<file path="config.mk">
export PLATFORM = sky130hd
export DESIGN_NAME = wb_gpio_irq_flat
export DESIGN_NICKNAME = d
export VERILOG_FILES = /design/src/rtl/wb_gpio_pkg.sv /design/src/rtl/wb_gpio_irq_if.sv /design/src/rtl/wb_gpio_irq_sync.sv /design/src/rtl/wb_gpio_irq.sv /design/src/flat_wrapper.sv
export SDC_FILE = /design/constraint.sdc
export NUM_CORES = 1
export LEC_CHECK = 0
export BUFFER_PORTS_ARGS = -buffer_cell sky130_fd_sc_hd__buf_2
export CORE_MARGIN = 1
export CORE_UTILIZATION = 57
export DETAILED_ROUTE_END_ITERATION = 8
export GPL_TIMING_DRIVEN = 1
export PLACE_DENSITY = 0.85
export SLEW_MARGIN = 5
export SYNTH_ARGS = -nofsm -noshare
export SYNTH_HDL_FRONTEND = slang
export SYNTH_SLANG_ARGS = --single-unit
</file>
<file path="constraint.sdc">
create_clock -name wb_clk_i -period 5 [get_ports wb_clk_i]
set_input_delay 0.75 -clock wb_clk_i [delete_from_list [all_inputs] [get_ports wb_clk_i]]
set_output_delay 0.75 -clock wb_clk_i [all_outputs]
set_load 0.02 [all_outputs]
</file>
<file path="src/rtl/wb_gpio_pkg.sv">
// Shared register map for the Wishbone GPIO block.
// Firmware header generators read the offsets from here as well.
package wb_gpio_pkg;

  localparam int REG_IDX_W = 3;

  localparam logic [4:0] GPIO_DATA_IN   = 5'h00;
  localparam logic [4:0] GPIO_DATA_OUT  = 5'h04;
  localparam logic [4:0] GPIO_DIR       = 5'h08;
  localparam logic [4:0] GPIO_OUT_SET   = 5'h0C;
  localparam logic [4:0] GPIO_OUT_CLR   = 5'h10;
  localparam logic [4:0] GPIO_IRQ_EN    = 5'h14;
  localparam logic [4:0] GPIO_EDGE_RISE = 5'h18;
  localparam logic [4:0] GPIO_STATUS    = 5'h1C;

  typedef enum logic [REG_IDX_W-1:0] {
    REG_DATA_IN   = 3'd0,
    REG_DATA_OUT  = 3'd1,
    REG_DIR       = 3'd2,
    REG_OUT_SET   = 3'd3,
    REG_OUT_CLR   = 3'd4,
    REG_IRQ_EN    = 3'd5,
    REG_EDGE_RISE = 3'd6,
    REG_STATUS    = 3'd7
  } reg_idx_e;

  typedef enum logic {
    BUS_IDLE = 1'b0,
    BUS_ACK  = 1'b1
  } bus_state_e;

  function automatic reg_idx_e reg_idx(input logic [4:0] adr);
    return reg_idx_e'(adr[4:2]);
  endfunction

  // Every word slot is in use, so only byte-misaligned addresses are unmapped.
  function automatic logic adr_mapped(input logic [4:0] adr);
    return (adr[1:0] == 2'b00);
  endfunction

endpackage

</file>
<file path="src/rtl/wb_gpio_irq_if.sv">
// Wishbone B3 classic bus bundle between the SoC data bus and the GPIO slave.
interface wb_gpio_irq_if;
  logic [4:0]  wb_adr_i;
  logic [31:0] wb_dat_i;
  logic        wb_we_i;
  logic [3:0]  wb_sel_i;
  logic        wb_cyc_i;
  logic        wb_stb_i;
  logic [31:0] wb_dat_o;
  logic        wb_ack_o;
  logic        wb_err_o;
  logic        wb_rty_o;

  modport master (
    output wb_adr_i, wb_dat_i, wb_we_i, wb_sel_i, wb_cyc_i, wb_stb_i,
    input  wb_dat_o, wb_ack_o, wb_err_o, wb_rty_o
  );

  modport slave (
    input  wb_adr_i, wb_dat_i, wb_we_i, wb_sel_i, wb_cyc_i, wb_stb_i,
    output wb_dat_o, wb_ack_o, wb_err_o, wb_rty_o
  );
endinterface

</file>
<file path="src/rtl/wb_gpio_irq_sync.sv">
// Plain multi-stage flop synchroniser for asynchronous pin inputs.
module gpio_sync #(
  parameter int WIDTH  = 8,
  parameter int STAGES = 2
) (
  input  logic             clk,
  input  logic             rst,
  input  logic [WIDTH-1:0] d,
  output logic [WIDTH-1:0] q
);

  logic [STAGES-1:0][WIDTH-1:0] sync_r;

  // Shift chain; stage 0 samples the raw pins.
  always_ff @(posedge clk or posedge rst) begin
    if (rst) begin
      sync_r <= '0;
    end else begin
      sync_r <= {sync_r[STAGES-2:0], d};
    end
  end

  assign q = sync_r[STAGES-1];

endmodule

</file>
<file path="src/rtl/wb_gpio_irq.sv">
// Wishbone GPIO slave with per-pin direction, atomic set/clear and
// edge-triggered interrupts latched in a write-1-to-clear status register.
module wb_gpio_irq
  import wb_gpio_pkg::*;
#(
  parameter int          WIDTH       = 8,
  parameter int          SYNC_STAGES = 2,
  parameter logic [31:0] RESET_OUT   = 32'h0000_0000,
  parameter logic [31:0] RESET_DIR   = 32'h0000_0000
) (
  input  logic             wb_clk_i,
  input  logic             wb_rst_i,
  wb_gpio_irq_if.slave     bus,
  input  logic [WIDTH-1:0] gpio_i,
  output logic [WIDTH-1:0] gpio_o,
  output logic [WIDTH-1:0] gpio_oe_o,
  output logic             irq_o
);

  // STATUS and EDGE_FALL share one word, so edge capture covers at most 16 pins.
  localparam int FW = (WIDTH > 16) ? 16 : WIDTH;

  bus_state_e       state_r;
  logic             ack_r;
  logic [31:0]      dat_r;
  logic [WIDTH-1:0] data_out_r;
  logic [WIDTH-1:0] dir_r;
  logic [WIDTH-1:0] irq_en_r;
  logic [WIDTH-1:0] edge_rise_r;
  logic [FW-1:0]    edge_fall_r;
  logic [FW-1:0]    status_r;
  logic [FW-1:0]    prev_r;
  logic             irq_r;

  logic [WIDTH-1:0] sync_s;
  logic             access_s;
  logic             wr_s;
  reg_idx_e         idx_s;
  logic [31:0]      rd_s;
  logic [FW-1:0]    rise_s;
  logic [FW-1:0]    fall_s;
  logic [FW-1:0]    w1c_s;
  logic [FW-1:0]    status_next_s;
  logic             unused_s;

  gpio_sync #(
    .WIDTH  (WIDTH),
    .STAGES (SYNC_STAGES)
  ) u_sync (
    .clk (wb_clk_i),
    .rst (wb_rst_i),
    .d   (gpio_i),
    .q   (sync_s)
  );

  // Bus decode: a new access is only taken from IDLE.
  always_comb begin
    access_s = (state_r == BUS_IDLE) && bus.wb_cyc_i && bus.wb_stb_i;
    wr_s     = access_s && bus.wb_we_i && adr_mapped(bus.wb_adr_i);
    idx_s    = reg_idx(bus.wb_adr_i);
  end

  // Read mux; write-only and unmapped slots return zero.
  always_comb begin
    rd_s = 32'h0000_0000;
    if (adr_mapped(bus.wb_adr_i)) begin
      case (idx_s)
        REG_DATA_IN:   rd_s[WIDTH-1:0] = sync_s;
        REG_DATA_OUT:  rd_s[WIDTH-1:0] = data_out_r;
        REG_DIR:       rd_s[WIDTH-1:0] = dir_r;
        REG_OUT_SET:   rd_s = 32'h0000_0000;
        REG_OUT_CLR:   rd_s = 32'h0000_0000;
        REG_IRQ_EN:    rd_s[WIDTH-1:0] = irq_en_r;
        REG_EDGE_RISE: rd_s[WIDTH-1:0] = edge_rise_r;
        REG_STATUS: begin
          rd_s[FW-1:0]   = status_r;
          rd_s[16 +: FW] = edge_fall_r;
        end
        default:       rd_s = 32'h0000_0000;
      endcase
    end else begin
      rd_s = 32'h0000_0000;
    end
  end

  // Edge detect and status update; a fresh edge beats a same-cycle clear.
  always_comb begin
    rise_s = sync_s[FW-1:0] & ~prev_r & edge_rise_r[FW-1:0];
    fall_s = ~sync_s[FW-1:0] & prev_r & edge_fall_r;
    if (wr_s && (idx_s == REG_STATUS)) begin
      w1c_s = bus.wb_dat_i[FW-1:0];
    end else begin
      w1c_s = '0;
    end
    status_next_s = (status_r & ~w1c_s) | rise_s | fall_s;
  end

  // Bus FSM: one ack cycle per access, then a mandatory idle cycle.
  always_ff @(posedge wb_clk_i or posedge wb_rst_i) begin
    if (wb_rst_i) begin
      state_r <= BUS_IDLE;
      ack_r   <= 1'b0;
      dat_r   <= 32'h0000_0000;
    end else begin
      case (state_r)
        BUS_IDLE: begin
          if (access_s) begin
            state_r <= BUS_ACK;
            ack_r   <= 1'b1;
            dat_r   <= rd_s;
          end else begin
            state_r <= BUS_IDLE;
            ack_r   <= 1'b0;
            dat_r   <= 32'h0000_0000;
          end
        end
        BUS_ACK: begin
          state_r <= BUS_IDLE;
          ack_r   <= 1'b0;
          dat_r   <= 32'h0000_0000;
        end
        default: begin
          state_r <= BUS_IDLE;
          ack_r   <= 1'b0;
          dat_r   <= 32'h0000_0000;
        end
      endcase
    end
  end

  // Register file, edge history and interrupt output.
  always_ff @(posedge wb_clk_i or posedge wb_rst_i) begin
    if (wb_rst_i) begin
      data_out_r  <= RESET_OUT[WIDTH-1:0];
      dir_r       <= RESET_DIR[WIDTH-1:0];
      irq_en_r    <= '0;
      edge_rise_r <= '0;
      edge_fall_r <= '0;
      status_r    <= '0;
      prev_r      <= '0;
      irq_r       <= 1'b0;
    end else begin
      if (wr_s) begin
        case (idx_s)
          REG_DATA_OUT:  data_out_r  <= bus.wb_dat_i[WIDTH-1:0];
          REG_DIR:       dir_r       <= bus.wb_dat_i[WIDTH-1:0];
          REG_OUT_SET:   data_out_r  <= data_out_r | bus.wb_dat_i[WIDTH-1:0];
          REG_OUT_CLR:   data_out_r  <= data_out_r & ~bus.wb_dat_i[WIDTH-1:0];
          REG_IRQ_EN:    irq_en_r    <= bus.wb_dat_i[WIDTH-1:0];
          REG_EDGE_RISE: edge_rise_r <= bus.wb_dat_i[WIDTH-1:0];
          REG_STATUS:    edge_fall_r <= bus.wb_dat_i[16 +: FW];
          default:       data_out_r  <= data_out_r;
        endcase
      end
      status_r <= status_next_s;
      prev_r   <= sync_s[FW-1:0];
      irq_r    <= |(status_r & irq_en_r[FW-1:0]);
    end
  end

  assign unused_s     = ^{bus.wb_sel_i, bus.wb_dat_i, irq_en_r, edge_rise_r};
  assign bus.wb_ack_o = ack_r;
  assign bus.wb_dat_o = dat_r;
  assign bus.wb_err_o = 1'b0;
  assign bus.wb_rty_o = 1'b0;
  assign gpio_o       = data_out_r;
  assign gpio_oe_o    = dir_r;
  assign irq_o        = irq_r;

endmodule

</file>
<file path="src/flat_wrapper.sv">
// flat-port wrapper written by rule: the top's interface ports become plain ports
module wb_gpio_irq_flat import wb_gpio_pkg::*;
#(
  parameter int          WIDTH       = 8,
  parameter int          SYNC_STAGES = 2,
  parameter logic [31:0] RESET_OUT   = 32'h0000_0000,
  parameter logic [31:0] RESET_DIR   = 32'h0000_0000
)
  (wb_clk_i, wb_rst_i, gpio_i, gpio_o, gpio_oe_o, irq_o, bus_wb_adr_i, bus_wb_dat_i, bus_wb_we_i, bus_wb_sel_i, bus_wb_cyc_i, bus_wb_stb_i, bus_wb_dat_o, bus_wb_ack_o, bus_wb_err_o, bus_wb_rty_o);
  wb_gpio_irq_if bus_i ();
  input  logic wb_clk_i;
  input  logic wb_rst_i;
  input  logic [WIDTH-1:0] gpio_i;
  output logic [WIDTH-1:0] gpio_o;
  output logic [WIDTH-1:0] gpio_oe_o;
  output logic irq_o;
  input wire logic [$bits(bus_i.wb_adr_i)-1:0] bus_wb_adr_i;
  input wire logic [$bits(bus_i.wb_dat_i)-1:0] bus_wb_dat_i;
  input wire logic [$bits(bus_i.wb_we_i)-1:0] bus_wb_we_i;
  input wire logic [$bits(bus_i.wb_sel_i)-1:0] bus_wb_sel_i;
  input wire logic [$bits(bus_i.wb_cyc_i)-1:0] bus_wb_cyc_i;
  input wire logic [$bits(bus_i.wb_stb_i)-1:0] bus_wb_stb_i;
  output wire logic [$bits(bus_i.wb_dat_o)-1:0] bus_wb_dat_o;
  output wire logic [$bits(bus_i.wb_ack_o)-1:0] bus_wb_ack_o;
  output wire logic [$bits(bus_i.wb_err_o)-1:0] bus_wb_err_o;
  output wire logic [$bits(bus_i.wb_rty_o)-1:0] bus_wb_rty_o;
  assign bus_i.wb_adr_i = bus_wb_adr_i;
  assign bus_i.wb_dat_i = bus_wb_dat_i;
  assign bus_i.wb_we_i = bus_wb_we_i;
  assign bus_i.wb_sel_i = bus_wb_sel_i;
  assign bus_i.wb_cyc_i = bus_wb_cyc_i;
  assign bus_i.wb_stb_i = bus_wb_stb_i;
  assign bus_wb_dat_o = bus_i.wb_dat_o;
  assign bus_wb_ack_o = bus_i.wb_ack_o;
  assign bus_wb_err_o = bus_i.wb_err_o;
  assign bus_wb_rty_o = bus_i.wb_rty_o;
  wb_gpio_irq #(.WIDTH(WIDTH), .SYNC_STAGES(SYNC_STAGES), .RESET_OUT(RESET_OUT), .RESET_DIR(RESET_DIR)) u_core (.wb_clk_i(wb_clk_i), .wb_rst_i(wb_rst_i), .bus(bus_i), .gpio_i(gpio_i), .gpio_o(gpio_o), .gpio_oe_o(gpio_oe_o), .irq_o(irq_o));
endmodule
</file>
# Word-level counts from Yosys, hierarchy flattened
# Index checks and enable logic that the tools add are counted.
[totals]
regBits = 106
inputBits = 54
out_inout_bits = 52
wordCells = 58
[classes]
eq_ne = 7
n_mux = 9
bitwise = 15
reduce_logical = 15
[op_table]
columns = ["cell", "count"]
rows = [
  ["case mux 32 bit (2 select lines)", 1],
  ["bitwise AND 8 bit", 7],
  ["case mux 8 bit (7 select lines)", 1],
  ["2-to-1 mux 24 bit", 2],
  ["NOT 8 bit", 4],
  ["OR 8 bit", 3],
  ["case mux 8 bit (3 select lines)", 1],
  ["2-to-1 mux 8 bit", 2],
  ["== test 3 bit (second input constant)", 4],
  ["AND reduction 2 bit", 5],
  ["OR reduction 8 bit", 1],
  ["== test 3 x 2 -> 1 bit (second input constant)", 2],
  ["logical AND 1 bit", 5],
  ["== test 3 x 1 -> 1 bit (second input constant)", 1],
  ["logical NOT 3 bit", 1],
  ["nonzero test 3 bit", 1],
  ["logical NOT 2 bit", 1],
  ["case mux 1 bit (2 select lines)", 1],
  ["OR reduction 2 bit", 1],
  ["2-to-1 mux 1 bit", 1],
  ["NOT 1 bit", 1],
]

# Longest topological paths before layout
# Gate-level depths: netlist of run 1.
[logic_depth]
word_depth = 11
depth_mapped = 6
depth_no_buf = 4

# Hierarchy
# From an unflattened synthesis of run 1, not the netlist that was laid out.
[hier_totals]
cells_unflattened = 327
hier_area_um2 = 4047.6
[by_module_without_submodules]
columns = ["module", "n_inst", "cells_each", "area_each_um2", "seq_area_each_um2"]
rows = [
  ["wb_gpio_irq", 1, 302, 3583.4, 1851.8],
  ["gpio_sync", 1, 25, 464.2, 400.4],
]

# Worst setup path after synthesis of run 1
# No wires, ideal clock.
[synth_path]
path_kind = "input -> register"
startpoint = "input bus_wb_adr_i[4]"
endpoint = "register u_core.dir_r[0], in the netlist u_core.gpio_oe_o[0]"
setup_ps = 125
arrival_time_ps = 2147
t_required_ps = 4875
setup_slack_ps = 2728
path_stages = 4
n_path_buf = 1
path_cell_list = "clkbuf_1 or4bb_1 nor3_2 mux2_2"
[synth_between]
elab_chain_cells = 2
[synth_rtl]
columns = ["element", "line_no", "rtl"]
rows = [
  ["from (decl)", "flat_wrapper.sv:17", "input wire logic [$bits(bus_i.wb_adr_i)-1:0] bus_wb_adr_i;"],
  ["== test 3 x 2 -> 1 bit", "wb_gpio_irq.sv:144", "case (idx_s)"],
  ["AND reduction 2 bit (no source line)", "n/a", ""],
  ["to (signal assigned)", "wb_gpio_irq.sv:135", "dir_r <= RESET_DIR[WIDTH-1:0];"],
  ["to (signal assigned)", "wb_gpio_irq.sv:146", "REG_DIR: dir_r <= bus.wb_dat_i[WIDTH-1:0];"],
  ["to (decl)", "wb_gpio_irq.sv:27", "logic [WIDTH-1:0] dir_r;"],
]
# No other way between the ends.
# A chain may end at the register's enable or synchronous reset.

# Worst setup path in the final report of run 1
[layout_path]
startpoint = "input bus_wb_adr_i[4]"
endpoint = "register u_core.edge_fall_r[6]"
[layout_between]
elab_chain_cells = 2
[layout_rtl]
columns = ["element", "line_no", "rtl"]
rows = [
  ["== test 3 bit", "wb_gpio_irq.sv:144", ""],
  ["AND reduction 2 bit (no source line)", "n/a", ""],
  ["to (signal assigned)", "wb_gpio_irq.sv:151", "REG_STATUS: edge_fall_r <= bus.wb_dat_i[16 +: FW];"],
  ["to (decl)", "wb_gpio_irq.sv:30", "logic [FW-1:0] edge_fall_r;"],
]
# No other way between the ends.

==> results of run 1 <==
metrics by stage:
stage	hold slack (ns)	instances	area (um^2)	worst slack, ns	total power, uW
2_1_floorplan	0.3312	343	4069	1.915	951.9
5_1_grt	0.3569	485	4496	2.342	1518
6_report	0.3521	485	4496	2.460	1460
3_5_place_dp	0.3386	469	4317	2.114	1009
4_1_cts	0.3570	485	4496	2.473	1466
3_3_place_gp	0.3326	469	4317	2.132	1003
synthesized netlist by cell type, types with 8 or more instances:
cell,n,area share (%)
and3_1,11,1.7
buf_4,19,3.6
clkbuf_1,16,1.5
dfrtp_1,90,56
mux2_2,31,8.7
mux2_4,8,3.0
nand2_1,22,2.1
nand3b_1,8,1.5
nor2_1,9,0.84
nor4_1,8,1.2
o41ai_1,8,1.7
power breakdown:
part,switching [uW],internal (uW)
Clock,231,230
Combinational,119,71.5
Sequential,34.5,773
Total,385,1070
flip-flops by register name, summed over array words and instances, names as in the netlist:
signal / cells
u_core.bus.wb_dat_o: 16
u_core.edge_fall_r: 8
u_core.edge_rise_r: 8
u_core.gpio_o: 8
u_core.gpio_oe_o: 8
u_core.irq_en_r: 8
u_core.prev_r: 8
u_core.status_r: 8
u_core.u_sync.q: 8
u_core.u_sync.sync_r: 8
u_core.irq_o: 1
u_core.state_r: 1
worst paths after layout:
kind | to | slack [ns] | cells past startpoint
max | u_core.edge_fall_r[6] | 2.46 | 4
min | u_core.u_sync.q[5] | 0.35 | 0
max reg2reg | u_core.edge_rise_r[5] | 2.55 | 3
min reg2reg | u_core.u_sync.q[5] | 0.35 | 0
max in group asynchronous | u_core.gpio_oe_o[7] | 3.47 | 3
min in group asynchronous | u_core.u_sync.sync_r[1] | 0.46 | 2
routing by layer:
metal / GRT usage (%) / part of all wire (%) / vias up / routed length [um]
li1: - / - / 1305 / -
met2: 39.35 / 48 / 159 / 4252
met5: 0 / 0 / - / 0
met3: 6.449 / 7.0 / 30 / 619
met4: 11.67 / 3.0 / 0 / 267
met1: 34.09 / 42 / 1480 / 3712
final cells by class:
cell class,count,share of cell area (%)
flip-flops and latches,90,50.10
multi-input cells,209,35.10
repair buffers,68,7.626
clock buffers,13,3.089
well taps,96,2.672
clock inverters,3,0.8906
inverters,6,0.5288
cell families (layout without fill, tap and decap cells):
| group | count (synthesis) | count (layout) |
|---|---|---|
| flip-flops | 90 | 90 |
| other | 1 | 18 |
| AO/OA/AOI/OAI | 58 | 58 |
| buffers and inverters | 44 | 90 |
| multiplexers | 39 | 39 |
| AND/OR/NAND/NOR | 94 | 94 |
==> impl_metrics.tcl, run 1 <==
set metrics [dict create \
    ios 106 \
    synth_top_family_by_area "simple AND/OR/NAND/NOR gates" \
    h-tree-depth 3 \
    synth_area_um2 4005 \
    multiInputGateArea_um2 1578 \
    synth_edf_count 0 \
    dr.pass1.iters 5 \
    layout.nets 438 \
    hp-start "u_core.u_sync.sync_r[5]" \
    clk_path_buf_depth 2 \
    cts_setup_buffers 0 \
    ys_types 46 \
    crit_fanout 35 \
    synth_warnings 0 \
    tightestPinTransition_ns 0.8443 \
    grt_max_degree 53 \
    grt_pass1_vias 2829 \
    synthFlopType "dfrtp_1" \
    cts_buffers 9 \
    slew_headroom_pct 43.55 \
    postCtsHoldBufs 0 \
    num_vias 2974 \
    final_common_cell "dfrtp_1" \
    synth-xor-area-share_pct 0 \
    critPathKind "input pin to register" \
    status "finished clean" \
    antenna_left 0 \
    ctsResizeCount 0 \
    peakVddDrop_mv 0.2098 \
    num_antenna_cells 0 \
    drv_slew 0 \
    max-cap-violations 0 \
    most-common-layout-cells "90 x dfrtp_1, 67 x buf_2, 31 x mux2_2" \
    avgSynthCellArea_um2 12.29 \
    drt-initial-drc-count 248 \
    synthMuxAreaShare_pct 11.72 \
    arrival_ns 2.78 \
    fillerInstances 512 \
    viasPerCell 6.132 \
    die_w_um 85.83 \
    hold_class "register to register" \
    route.final.wire_length_mm 8.852 \
    power_density_nw_per_um2 324.7 \
    critical_path.max_stage_delay_ns 0.61 \
    antenna_found_initial 0 \
    core_um2 6794 \
    finalHoldViolations 0 \
    wl_per_cell_um 18.25 \
    cp_cell_sequence "buf_2 > nand3_1 > nor4_4 > mux2_2" \
    ys_ff_latch 90 \
    tns_ns 0 \
    max_freq_ghz 0.3937 \
    start_util_pct 58.95 \
    clk_pin_slew_ns 0.08 \
    track_usage_pct 25.44 \
    grt.overflow.total 0 \
    fin_crit_sh_pct 50.81 \
    power_leakage_uw 0.002129 \
    utilization_pct 66.17 \
    register_area_um2 2252 \
    setup_viol 0 \
    rsz0062_at_grt "no" \
    drive_above_1_share_pct 32.65 \
    cts.sink_count 90 \
    synth-async-reset-ratio_pct 100.0 \
    clockRootBuffer "clkbuf_8" \
    dp_hpwl_mm 6.021 \
    cp-start-kind "input pin" \
    synthSimpleGateAreaFrac_pct 14.65 \
    netlist_instances 326 \
    r2r-start "u_core.state_r" \
    grt_pass1_wl_mm 14.10 \
    finClkSkew_ns 0.008708 \
    port_buffers 67 \
    required_ns 5.24 \
    clock_latency_ns 0.35 \
    die_area_um2 7366 \
    die_h_um 85.83 \
    path_buf_inv 1 \
    drcViolationCount 0 \
    critPathTopFamily "simple AND/OR/NAND/NOR gates" \
    gp_congestion 0.8788 \
    synthAdderAreaFrac_pct 0 \
    num_rows 30 \
    startpoint "bus_wb_adr_i[4]" \
    end_kind "register" \
    slowest_stage "nor4_4" \
    min_period_ns 2.540 \
    syn_to_final_growth_pct 12.25 \
    seq_area_frac_synth_pct 56.23 \
    cts_tree "built" \
    synth_compound_area_share_pct 11.34 \
]
Note: power is estimated with default switching activity, not from simulation.
==> inputs of run 2 (changes only) <==
--- a/config.mk
+++ b/config.mk
@@ -5,12 +5,13 @@
 export SDC_FILE = /design/constraint.sdc
 export NUM_CORES = 1
 export LEC_CHECK = 0
+export ABC_AREA = 1
 export BUFFER_PORTS_ARGS = -buffer_cell sky130_fd_sc_hd__buf_2
 export CORE_MARGIN = 1
-export CORE_UTILIZATION = 57
+export CORE_UTILIZATION = 53
 export DETAILED_ROUTE_END_ITERATION = 8
 export GPL_TIMING_DRIVEN = 1
-export PLACE_DENSITY = 0.85
+export PLACE_DENSITY = 0.8
 export SLEW_MARGIN = 5
 export SYNTH_ARGS = -nofsm -noshare
 export SYNTH_HDL_FRONTEND = slang
==> constraint.sdc (replaced) <==
create_clock -name wb_clk_i -period 2.4 [get_ports wb_clk_i]
set_input_delay 0.36 -clock wb_clk_i [delete_from_list [all_inputs] [get_ports wb_clk_i]]
set_output_delay 0.36 -clock wb_clk_i [all_outputs]
set_load 0.02 [all_outputs]
==> run 2 against run 1 <==
  * Non-clock buffer count is 4 higher
  * Wire length rose by 4.6%
  * Utilization decreased by 5.1 points
  * Setup slack got worse by 1.9 ns
  * Via count grew 16%
  * Synthesized cell count grew 43%
  * Hold slack lost 0.24 ns
  * Final area rose by 4.4%
  * Power is 110% higher
  * Global-route usage is 1.7 points lower
  * Clock skew grew 0.0012 ns
  * Largest power group unchanged
==> impl_metrics.tcl, run 2 <==
set metrics [dict create \
    drive_above_1_share_pct 22.80 \
    clock_latency_ns 0.35 \
    hold_class "input pin to register" \
    final_common_cell "nand2_1" \
    antenna_found_initial 0 \
    path_buf_inv 0 \
    viasPerCell 5.397 \
    layout.nets 584 \
    drv_slew 0 \
    whs_ns 0.1106 \
    rsz0062_at_grt "no" \
    max_freq_ghz 0.5341 \
    die_w_um 90.97 \
    worst-r2r-cell-count 6 \
    tightestPinTransition_ns 0.6382 \
    slowest_stage "nand2_1" \
    min_period_ns 1.872 \
    core_um2 7687 \
    seq_area_frac_synth_pct 53.68 \
    most-common-layout-cells "122 x nand2_1, 90 x dfrtp_1, 67 x buf_2" \
    synth-xor-area-share_pct 0 \
    final_cells 637 \
    dr.pass1.iters 5 \
    arrival_ns 2.09 \
    placed_cells 621 \
    port_buffers 67 \
    num_rows 32 \
    critPathTopFamily "simple AND/OR/NAND/NOR gates" \
    critical_path.max_stage_delay_ns 0.47 \
    synth_most_common_cell "nand2_1" \
    cp_cell_sequence "nor2_4 > nand2_4 > nor2_4 > nand2_1 > nand2_1 > o21ai_2" \
    worstReg2RegEnd "u_core.irq_en_r[5]" \
    cts_setup_buffers 0 \
    gp_congestion 0.8619 \
    route.final.wire_length_mm 9.256 \
    h-tree-depth 3 \
    hold_end "u_core.u_sync.sync_r[1]" \
    required_ns 2.62 \
    cts.sink_count 90 \
    synth_warnings 0 \
    drt-initial-drc-count 355 \
    netlist_instances 466 \
    power_density_nw_per_um2 649.6 \
    grt_pass1_vias 3293 \
    start_util_pct 54.57 \
    dp_hpwl_mm 6.414 \
    synth_common_cells "122 x nand2_1, 90 x dfrtp_1, 43 x inv_1" \
    fin_crit_sh_pct 78.01 \
    synth_edf_count 0 \
    power_uw 3049 \
    grt_pass1_wl_mm 15.52 \
    max-cap-violations 0 \
    ys_types 28 \
    finalHoldViolations 0 \
    synthFlopType "dfrtp_1" \
    ctsResizeCount 0 \
    track_usage_pct 23.71 \
    end_kind "register" \
    status "finished clean" \
    r2r-start "u_core.state_r" \
    critPathKind "register to register" \
    cts_tree "built" \
    num_vias 3438 \
    yosysTopAreaCell "dfrtp_1" \
    synth-async-reset-ratio_pct 100.0 \
    ys_ff_latch 90 \
    cp-start-kind "register" \
    num_antenna_cells 0 \
    avgSynthCellArea_um2 9.003 \
    reg2reg_slack_ns 0.53 \
    tns_ns 0 \
    synth_area_um2 4195 \
    syn_to_final_growth_pct 11.87 \
    synthAdderAreaFrac_pct 0 \
    power_leakage_uw 0.002459 \
    clk_path_buf_depth 2 \
    clk_pin_slew_ns 0.09 \
    die_h_um 90.97 \
    finClkSkew_ns 0.009907 \
    crit_fanout 16 \
    cts_buffers 9 \
    largest_register_ffs 16 \
    grt_max_degree 91 \
    drcViolationCount 0 \
    peakVddDrop_mv 0.4595 \
    antenna_left 0 \
    slew_headroom_pct 57.35 \
    die_area_um2 8276 \
    synthMuxAreaShare_pct 0 \
    synth_top_area_share_pct 53.68 \
    wl_per_cell_um 14.53 \
    postCtsHoldBufs 0 \
    setup_viol 0 \
    hold_depth 1 \
    ios 106 \
    utilization_pct 61.05 \
    synth_top_family_by_area "simple AND/OR/NAND/NOR gates" \
    synth.top_cells.by_area "dfrtp_1 54%, nand2_1 11%, nand4_1 5.2%, nand3_1 4.9%, buf_4 3.9%" \
    hp-start "gpio_i[1]" \
    clockRootBuffer "clkbuf_8" \
    synth_compound_area_share_pct 9.335 \
    synthSimpleGateAreaFrac_pct 26.39 \
    grt.overflow.total 0 \
]
[run 2: cell count changes after synthesis, sizes merged, moves of 10 or more]
cell    before  now
nand4        2   35
clkbuf      16    4
inv          5   47
buf         22   32
a21oi        1   11
nand2       22  128
mux2        39    0
o21ai        7   40
nand3        4   43
and3        11    0
[run 2: kinds of logic (layout without fill, tap and decap cells)]
| group | Yosys count | in the layout |
|---|---|---|
| flip-flops | 90 | 90 |
| buffers and inverters | 83 | 135 |
| other | 1 | 18 |
| AO/OA/AOI/OAI | 61 | 61 |
| AND/OR/NAND/NOR | 231 | 231 |
[run 2: where the power goes]
group | internal [uW] | switching (uW)
Clock | 409 | 538
Sequential | 1610 | 76.6
Combinational | 125 | 288
[run 2: worst max path at each step]
stage / slack (ns) / start / endpoint / cells past startpoint
detailed placement: 0.32 / bus_wb_adr_i[2] / u_core.irq_en_r[4] / 6
CTS: 0.55 / u_core.state_r / u_core.irq_en_r[4] / 6
finish: 0.53 / u_core.state_r / u_core.irq_en_r[5] / 6
global route: 0.38 / u_core.state_r / u_core.irq_en_r[7] / 6
global placement: 0.38 / bus_wb_adr_i[2] / u_core.irq_en_r[4] / 6
floorplan: 0.98 / u_core.state_r / u_core.gpio_oe_o[0] / 8
[run 2: stage by stage]
step / setup WS [ns] / cell area (um^2)
6_report: 0.5278 / 4693
5_1_grt: 0.3782 / 4693
4_1_cts: 0.5523 / 4693
3_5_place_dp: 0.3197 / 4514
3_3_place_gp: 0.3778 / 4514
2_1_floorplan: 0.9790 / 4263
[run 2: area by class of cell]
type | count | area [um^2]
well taps | 102 | 127.6
flip-flops and latches | 90 | 2252
inverters | 47 | 182.7
multi-input cells | 310 | 1567
clock inverters | 5 | 37.54
clock buffers | 11 | 141.4
fillers | 665 | 2994
repair buffers | 72 | 385.4
[run 2: routing by layer]
metal	vias to the layer above	wire length (um)	track usage, %
li1	1636	-	-
met1	1631	3844	31.36
met2	149	4645	39.46
met3	22	573	4.020
met4	0	193	8.730
met5	-	0	0
